`src/rtl/fwd_hazard_unit.sv`:
```
// Operand forwarding, load-use and MDU scoreboard hazard unit
// for the 5-stage RISC-V pipeline, with a stall-cycle counter.
module fwd_hazard_unit #(
    parameter int REG_AW  = 5,
    parameter int MDU_LAT = 4,
    parameter int CNT_W   = 16
) (
    input  logic              clk,
    input  logic              rst_n,
    input  logic [REG_AW-1:0] id_rs1,
    input  logic [REG_AW-1:0] id_rs2,
    input  logic              id_rs1_used,
    input  logic              id_rs2_used,
    input  logic [REG_AW-1:0] id_rd,
    input  logic              id_Rwen,
    input  logic              id_valid,
    input  logic              id_is_mdu,
    input  logic              flush,
    input  logic [REG_AW-1:0] id_ex_rs1,
    input  logic [REG_AW-1:0] id_ex_rs2,
    input  logic [REG_AW-1:0] id_ex_rd,
    input  logic              id_ex_Rwen,
    input  logic              id_ex_is_load,
    input  logic              ex_mem_Rwen,
    input  logic [REG_AW-1:0] ex_mem_rd,
    input  logic              mem_wb_Rwen,
    input  logic [REG_AW-1:0] mem_wb_rd,
    output logic [1:0]        FwdA_sel,
    output logic [1:0]        FwdB_sel,
    output logic              stall,
    output logic              mdu_issue,
    output logic              mdu_busy,
    output logic              mdu_done,
    output logic [REG_AW-1:0] mdu_rd,
    output logic [CNT_W-1:0]  stall_cnt
);

    localparam int CW = (MDU_LAT > 1) ? $clog2(MDU_LAT) : 1;
    localparam logic [CW-1:0] LAT_M1 = CW'(MDU_LAT - 1);

    typedef enum logic {
        IDLE,
        BUSY
    } state_e;

    state_e            state_q;
    logic [CW-1:0]     cnt_q;
    logic [REG_AW-1:0] mdu_rd_q;
    logic [CNT_W-1:0]  stall_cnt_q;
    logic [CNT_W-1:0]  stall_cnt_d;

    logic ex_hit_a, wb_hit_a;
    logic ex_hit_b, wb_hit_b;
    logic rs1_q_rd, rs2_q_rd;
    logic load_use, mdu_raw, mdu_waw, mdu_struct;

    assign ex_hit_a = ex_mem_Rwen && (ex_mem_rd != '0)
                   && (id_ex_rs1 == ex_mem_rd);
    assign wb_hit_a = mem_wb_Rwen && (mem_wb_rd != '0)
                   && (id_ex_rs1 == mem_wb_rd);
    assign ex_hit_b = ex_mem_Rwen && (ex_mem_rd != '0)
                   && (id_ex_rs2 == ex_mem_rd);
    assign wb_hit_b = mem_wb_Rwen && (mem_wb_rd != '0)
                   && (id_ex_rs2 == mem_wb_rd);

    always_comb begin
        FwdA_sel = 2'b00;
        if (ex_hit_a)      FwdA_sel = 2'b01;
        else if (wb_hit_a) FwdA_sel = 2'b10;
    end

    always_comb begin
        FwdB_sel = 2'b00;
        if (ex_hit_b)      FwdB_sel = 2'b01;
        else if (wb_hit_b) FwdB_sel = 2'b10;
    end

    assign rs1_q_rd = id_valid && id_rs1_used && (id_rs1 != '0);
    assign rs2_q_rd = id_valid && id_rs2_used && (id_rs2 != '0);

    assign load_use = id_ex_is_load && id_ex_Rwen && (id_ex_rd != '0)
                   && ((rs1_q_rd && (id_rs1 == id_ex_rd))
                    || (rs2_q_rd && (id_rs2 == id_ex_rd)));

    assign mdu_busy = (state_q == BUSY);
    assign mdu_done = mdu_busy && (cnt_q == '0);
    assign mdu_rd   = mdu_rd_q;

    // Busy covers the done cycle, so dependents read the written RF after it.
    assign mdu_raw = mdu_busy
                  && ((rs1_q_rd && (id_rs1 == mdu_rd_q))
                   || (rs2_q_rd && (id_rs2 == mdu_rd_q)));
    assign mdu_waw = mdu_busy && id_valid && id_Rwen
                  && (id_rd != '0) && (id_rd == mdu_rd_q);
    assign mdu_struct = mdu_busy && id_valid && id_is_mdu;

    assign stall     = load_use || mdu_raw || mdu_waw || mdu_struct;
    assign mdu_issue = id_valid && id_is_mdu && !stall && !flush;

    always_ff @(posedge clk or negedge rst_n) begin
        if (!rst_n) begin
            state_q  <= IDLE;
            cnt_q    <= '0;
            mdu_rd_q <= '0;
        end else begin
            unique case (state_q)
                IDLE: begin
                    if (mdu_issue) begin
                        state_q  <= BUSY;
                        cnt_q    <= LAT_M1;
                        mdu_rd_q <= id_rd;
                    end
                end
                BUSY: begin
                    if (cnt_q != '0) cnt_q   <= cnt_q - 1'b1;
                    else             state_q <= IDLE;
                end
                default: state_q <= IDLE;
            endcase
        end
    end

    always_comb begin
        stall_cnt_d = stall_cnt_q;
        if (stall && (stall_cnt_q != '1))
            stall_cnt_d = stall_cnt_q + 1'b1;
    end

    always_ff @(posedge clk or negedge rst_n) begin
        if (!rst_n) stall_cnt_q <= '0;
        else        stall_cnt_q <= stall_cnt_d;
    end

    assign stall_cnt = stall_cnt_q;

endmodule

```
`config.mk`:
```
export PLATFORM = sky130hd
export DESIGN_NAME = fwd_hazard_unit
export DESIGN_NICKNAME = d
export VERILOG_FILES = /design/src/rtl/fwd_hazard_unit.sv
export SDC_FILE = /design/constraint.sdc
export NUM_CORES = 1
export LEC_CHECK = 0
export ABC_AREA = 0
export CORE_MARGIN = 2
export CORE_UTILIZATION = 38
export CTS_CLUSTER_SIZE = 14
export DETAILED_ROUTE_END_ITERATION = 8
export GPL_TIMING_DRIVEN = 0
export PLACE_DENSITY_LB_ADDON = 0.12
export SYNTH_ARGS = -nofsm -noshare
export SYNTH_HDL_FRONTEND = slang
export SYNTH_SLANG_ARGS = --single-unit
export TNS_END_PERCENT = 10
```
`constraint.sdc`:
```
create_clock -name clk -period 3.71 [get_ports clk]
set_input_delay 0.9275 -clock clk [delete_from_list [all_inputs] [get_ports clk]]
set_output_delay 0.9275 -clock clk [all_outputs]
set_load 0.05 [all_outputs]
```
==> out/results.ini <==
[placed_design]
dp.cells=306
hpwlAfterDp_um=3530
port_buffers=80
gp_congestion=0.857
dp_slack_ns=-1.02

[cells_and_area]
antenna_cells=0
layout-drive-gt1-share_pct=16.8
seq_area_sq_um=601
nets=317
most-common-layout-cells=clkdlybuf4s50_1 (59), xnor2_1 (38), dfrtp_1 (24), xor2_1 (20)
nFillCells=382
layout_commonest_cell=clkdlybuf4s50_1
instances_no_fill=314
syn_to_final_growth_pct=59.1
multi_input_area_sq_um=1140

[power_and_ir_drop]
p_leak_nw=1.14
combPwrFrac_pct=54.1
pwr-share-seq_pct=32.6
irDropWorstVdd_v=0.000360
power.switching_uw=574
internal_power_uw=726
power.share.switching_pct=44.2
powerDensity_nw_per_um2=475
clkPwrFrac_pct=13.3

[drt]
drt_iter0_drc=49
ant_nets=0
routedWlPerCell_um=14.6
drc=0
vias=1604
wl_um=4590
drt_pass1_iterations=4
via_per_inst=5.11

[sta]
relSlewSlack_pct=28.3
fin_ws_ns=0.0240
rsz0062_at_grt=yes
setup-violations-final=0
final.setup_skew_ns=0.00465
finalMaxSlewViolations=0
fmax_mhz=271
finalCriticalPeriod_ns=3.69
finalHoldViolations=0
fin_crit_sh_pct=99.4
worst_pin_slew_ns=1.07

[clocking]
cts_htree_levels=1
clk_latency_ns=0.26
clk_path_buf_depth=2
numCtsBuffers=3
cts_tree=yes
cts_num_sinks=24
path_clk_slew_ns=0.08
cts-root-buf=clkbuf_8
ctsHoldBuffers=0

[global_route]
antenna_found_initial=0
grt_pass1_wl_um=7320
grt.total_usage_pct=17.6
grt_max_degree=25
grt_pass1_vias=1576
grt.overflow.total=0

[yosys]
syn_area_sq_um=1720
yosysWarnings=0
ys_async_sr_fraction_pct=100
synth-main-ff-cell=dfrtp_1
seq_area_frac_synth_pct=34.9
synth_edf_count=0
ys_types=34
syn-num-nets=228
ys_ff_latch=24
synthCells=174
avgSynthCellArea_sq_um=9.89

[die]
die_area_sq_um=5090
die_w_um=71.3
die-height_um=71.3
start_util_pct=39.5
core_area_sq_um=4350
rows=24
ios=81

[worst_setup_path]
r2r_setup_slack_ns=1.55
path_max_fanout=3
rr_worst_depth=7
start_kind=input pin
crit_arrival_ns=2.76
criticalPathCategory=input pin to output port
cp-end-kind=output port
cp.required_ns=2.78

[min_path]
hp-class=flop to flop
hold_depth=1

[run]
cap_violations=0

[outcome]
status=finished, final reports clean

==> worst max-delay path, stage by stage <==
cell and delay (ns):
clkdlybuf4s50_1 0.48, or4_1 0.57, o21ai_2 0.17, nor4_1 0.09
nor4_1 0.28, buf_4 0.25
==> layout make-up <==
type / count / share of cell area, %
inverter: 6 / 0.822
buffer: 3 / 0.959
timing repair buffer: 84 / 30.1
sequential: 24 / 21.9
tap: 52 / 2.38
multi-input combinational: 141 / 41.8
clock buffer: 4 / 2.01
==> flip-flops by register name, summed over array words and instances (netlist names) <==
name       cells
cnt_q          2
mdu_busy       1
mdu_rd         5
stall_cnt     16
==> through the flow <==
step	power [mW]	utilization [%]	area (sq um)	hold WS, ns	TNS (ns)
finish	1.30	62.9	2740	0.492	0
floorplan	0.862	-	1730	0.485	-0.502
global route	1.38	62.9	2740	0.529	-0.0342
global placement	1.11	59.6	2590	0.477	-3.79
detailed placement	1.12	59.6	2590	0.481	-3.67
CTS	1.30	61.1	2660	0.499	-0.0459
==> cells in the mapped netlist (4+ instances only) <==
cell type | n | area [sq um]
and2_1 | 4 | 25.0
dfrtp_1 | 24 | 601
inv_1 | 6 | 22.5
mux2_2 | 6 | 67.6
nand2_1 | 9 | 33.8
nand3_1 | 10 | 50.1
nand4_1 | 8 | 50.1
nor2_1 | 6 | 22.5
nor4_1 | 6 | 37.5
or4_1 | 7 | 52.6
xnor2_1 | 38 | 333
xor2_1 | 20 | 175
==> layer usage <==
layer  part of all wire, %  track usage, %  vias up
li1                      -               -      793
met1                    49            26.2      746
met2                    43            25.9       61
met3                   7.9            3.94        4
met4                  0.59            3.98        0
met5                     0               0        -
==> final timing paths <==
| path | startpoint | endpoint |
|---|---|---|
| worst max-delay path | ex_mem_rd[1] | FwdB_sel[1] |
| worst min-delay path | stall_cnt[9] | stall_cnt[9] |
| worst max register to register | mdu_rd[2] | stall_cnt[14] |
| worst min register to register | stall_cnt[9] | stall_cnt[9] |
| max in group asynchronous | rst_n | stall_cnt[0] |
| min in group asynchronous | rst_n | mdu_rd[4] |
==> power groups by stage <==
stage | clock [mW] | combinational, mW | sequential (mW)
global route | 0.191 | 0.749 | 0.438
detailed placement | 0 | 0.693 | 0.428
floorplan | 0 | 0.253 | 0.609
finish | 0.173 | 0.703 | 0.423
CTS | 0.179 | 0.697 | 0.424
global placement | 0 | 0.687 | 0.426
==> cell families after synthesis <==
group / count (synthesis) / share of synthesized area, %
AND/OR/NAND/NOR: 61 / 20.1
multiplexers: 6 / 3.92
adder cells (fa/ha/maj): 2 / 1.45
flip-flops: 24 / 34.9
AO/OA/AOI/OAI: 14 / 7.34
XOR/XNOR: 58 / 29.5
buffers and inverters: 9 / 2.83
==> timing repair <==
item | in CTS | in global routing
pin swaps | 4 | 7
setup buffers | 3 | 1
gates resized for setup | 42 | 26
endpoints found under the setup margin | 6 | 5
hold endpoints to repair | 0 | 0
No activity file was read; power rests on OpenSTA's default activity.
==> edit: new RTL, same flow settings <==
`CNT_W`: 16 -> 24.
--- a/src/rtl/fwd_hazard_unit.sv
+++ b/src/rtl/fwd_hazard_unit.sv
@@ -5,3 +5,3 @@
     parameter int MDU_LAT = 4,
-    parameter int CNT_W   = 16
+    parameter int CNT_W   = 24
 ) (
Ports: changed (resized stall_cnt); port bits go from 81 to 89. No check against the original RTL was run, so the function may have changed too.
==> edit against the unedited design <==
  * Maximum frequency shrank 0.48%
  * Area after synthesis is 25% higher
  * Count of clock-buffer cells in the layout increased by 2
  * Utilization is 4.3 points lower
  * Wire length up 17%
  * Global-route usage increased by 0.69 points
  * Design area increased by 18%
  * Total power up 13%
  * Largest power group unchanged
  * Sequential cell count increased by 8
  * Worst setup slack got worse by 18 ps
  * Critical path type unchanged
==> edit: results <==
{
  "route.vias.total": 1885,
  "rr_worst_depth": 11,
  "cp-endpoint": "stall",
  "finalClockSkew_ps": 5.83,
  "clock_latency_ps": 280,
  "seq_area_frac_synth_pct": 37.1,
  "cts_setup_buffers": 4,
  "slew_headroom_pct": 53.4,
  "cts_htree_levels": 2,
  "dp_cells": 373,
  "grt_pass1_vias": 1860,
  "synth_area_leaders": "dfrtp_1 (37%), xor2_1 (14%), xnor2_1 (13%)",
  "yosysTopAreaCellShare_pct": 37.1,
  "routed_wl_um": 5390,
  "cts_buffers": 5,
  "hpwl_um": 4180,
  "p_leak_uw": 0.00140,
  "final_cell_area_um2": 3230,
  "internal_power_uw": 855,
  "grt_usage_pct": 18.3,
  "via_per_inst": 4.92,
  "hp-start": "stall_cnt[16]",
  "clk_pin_slew_ps": 60,
  "hold_end": "stall_cnt[16]",
  "outcome": "finished, final reports clean",
  "synth_nets": 267,
  "fin_crit_ps": 3700,
  "r2r-start": "stall_cnt[0]",
  "cts.repair.resized": 54,
  "gp_congestion": 0.781,
  "power_frac_seq_pct": 35.0,
  "place_ws_ps": -1060,
  "vdd_drop_max_mv": 0.388,
  "crit_arrival_ps": 2780,
  "synth.distinct_cells": 38,
  "placed_area_um2": 3130,
  "worst-path-max-fanout": 2,
  "synth_common_cells": "xor2_1 (35), dfrtp_1 (32), xnor2_1 (32), nand2_1 (12)",
  "drive_gt1_share_pct": 14.5,
  "nFillCells": 519,
  "grt_pass1_wl_um": 8940,
  "largest_reg_flops": 24,
  "rrSetupSlack_ps": 1190,
  "syn-mean-instance-area_um2": 10.1,
  "port_buffers": 88,
  "timing.rr.end": "stall_cnt[21]",
  "nNetsFinal": 365
}
## edit: logic make-up after synthesis
kind of cell               synth area share, %
DFF                                       37.1
muxes                                     4.00
and+or+nand+nor                           21.4
buffers and inverters                     4.18
AOI/OAI and AO/OA                         4.93
xor gates and xnor gates                  27.2
adders and majority gates                 1.16
## edit: worst max-delay path: stages
cell	delay (ps)
clkdlybuf4s50_1	480
o211ai_2	100
buf_4	140
or4_2	640
o211ai_1	160
nor2_2	90
inv_1	60
buf_4	180
## edit: routing by layer
layer	GRT usage (%)	wire length (um)	vias to the layer above
met2	28.4	2420	52
li1	-	-	942
met5	0	0	-
met4	5.17	73	0
met1	25.6	2640	882
met3	3.98	263	9
## edit: final cells by class
class,count,share of cell area [%]
Sequential cell,32,24.8
Tap cell,72,2.79
Clock inverter,1,0.155
Timing Repair Buffer,92,27.5
Multi-Input combinational cell,165,40.1
Clock buffer,6,2.25
Inverter,9,1.05
Buffer,6,1.40
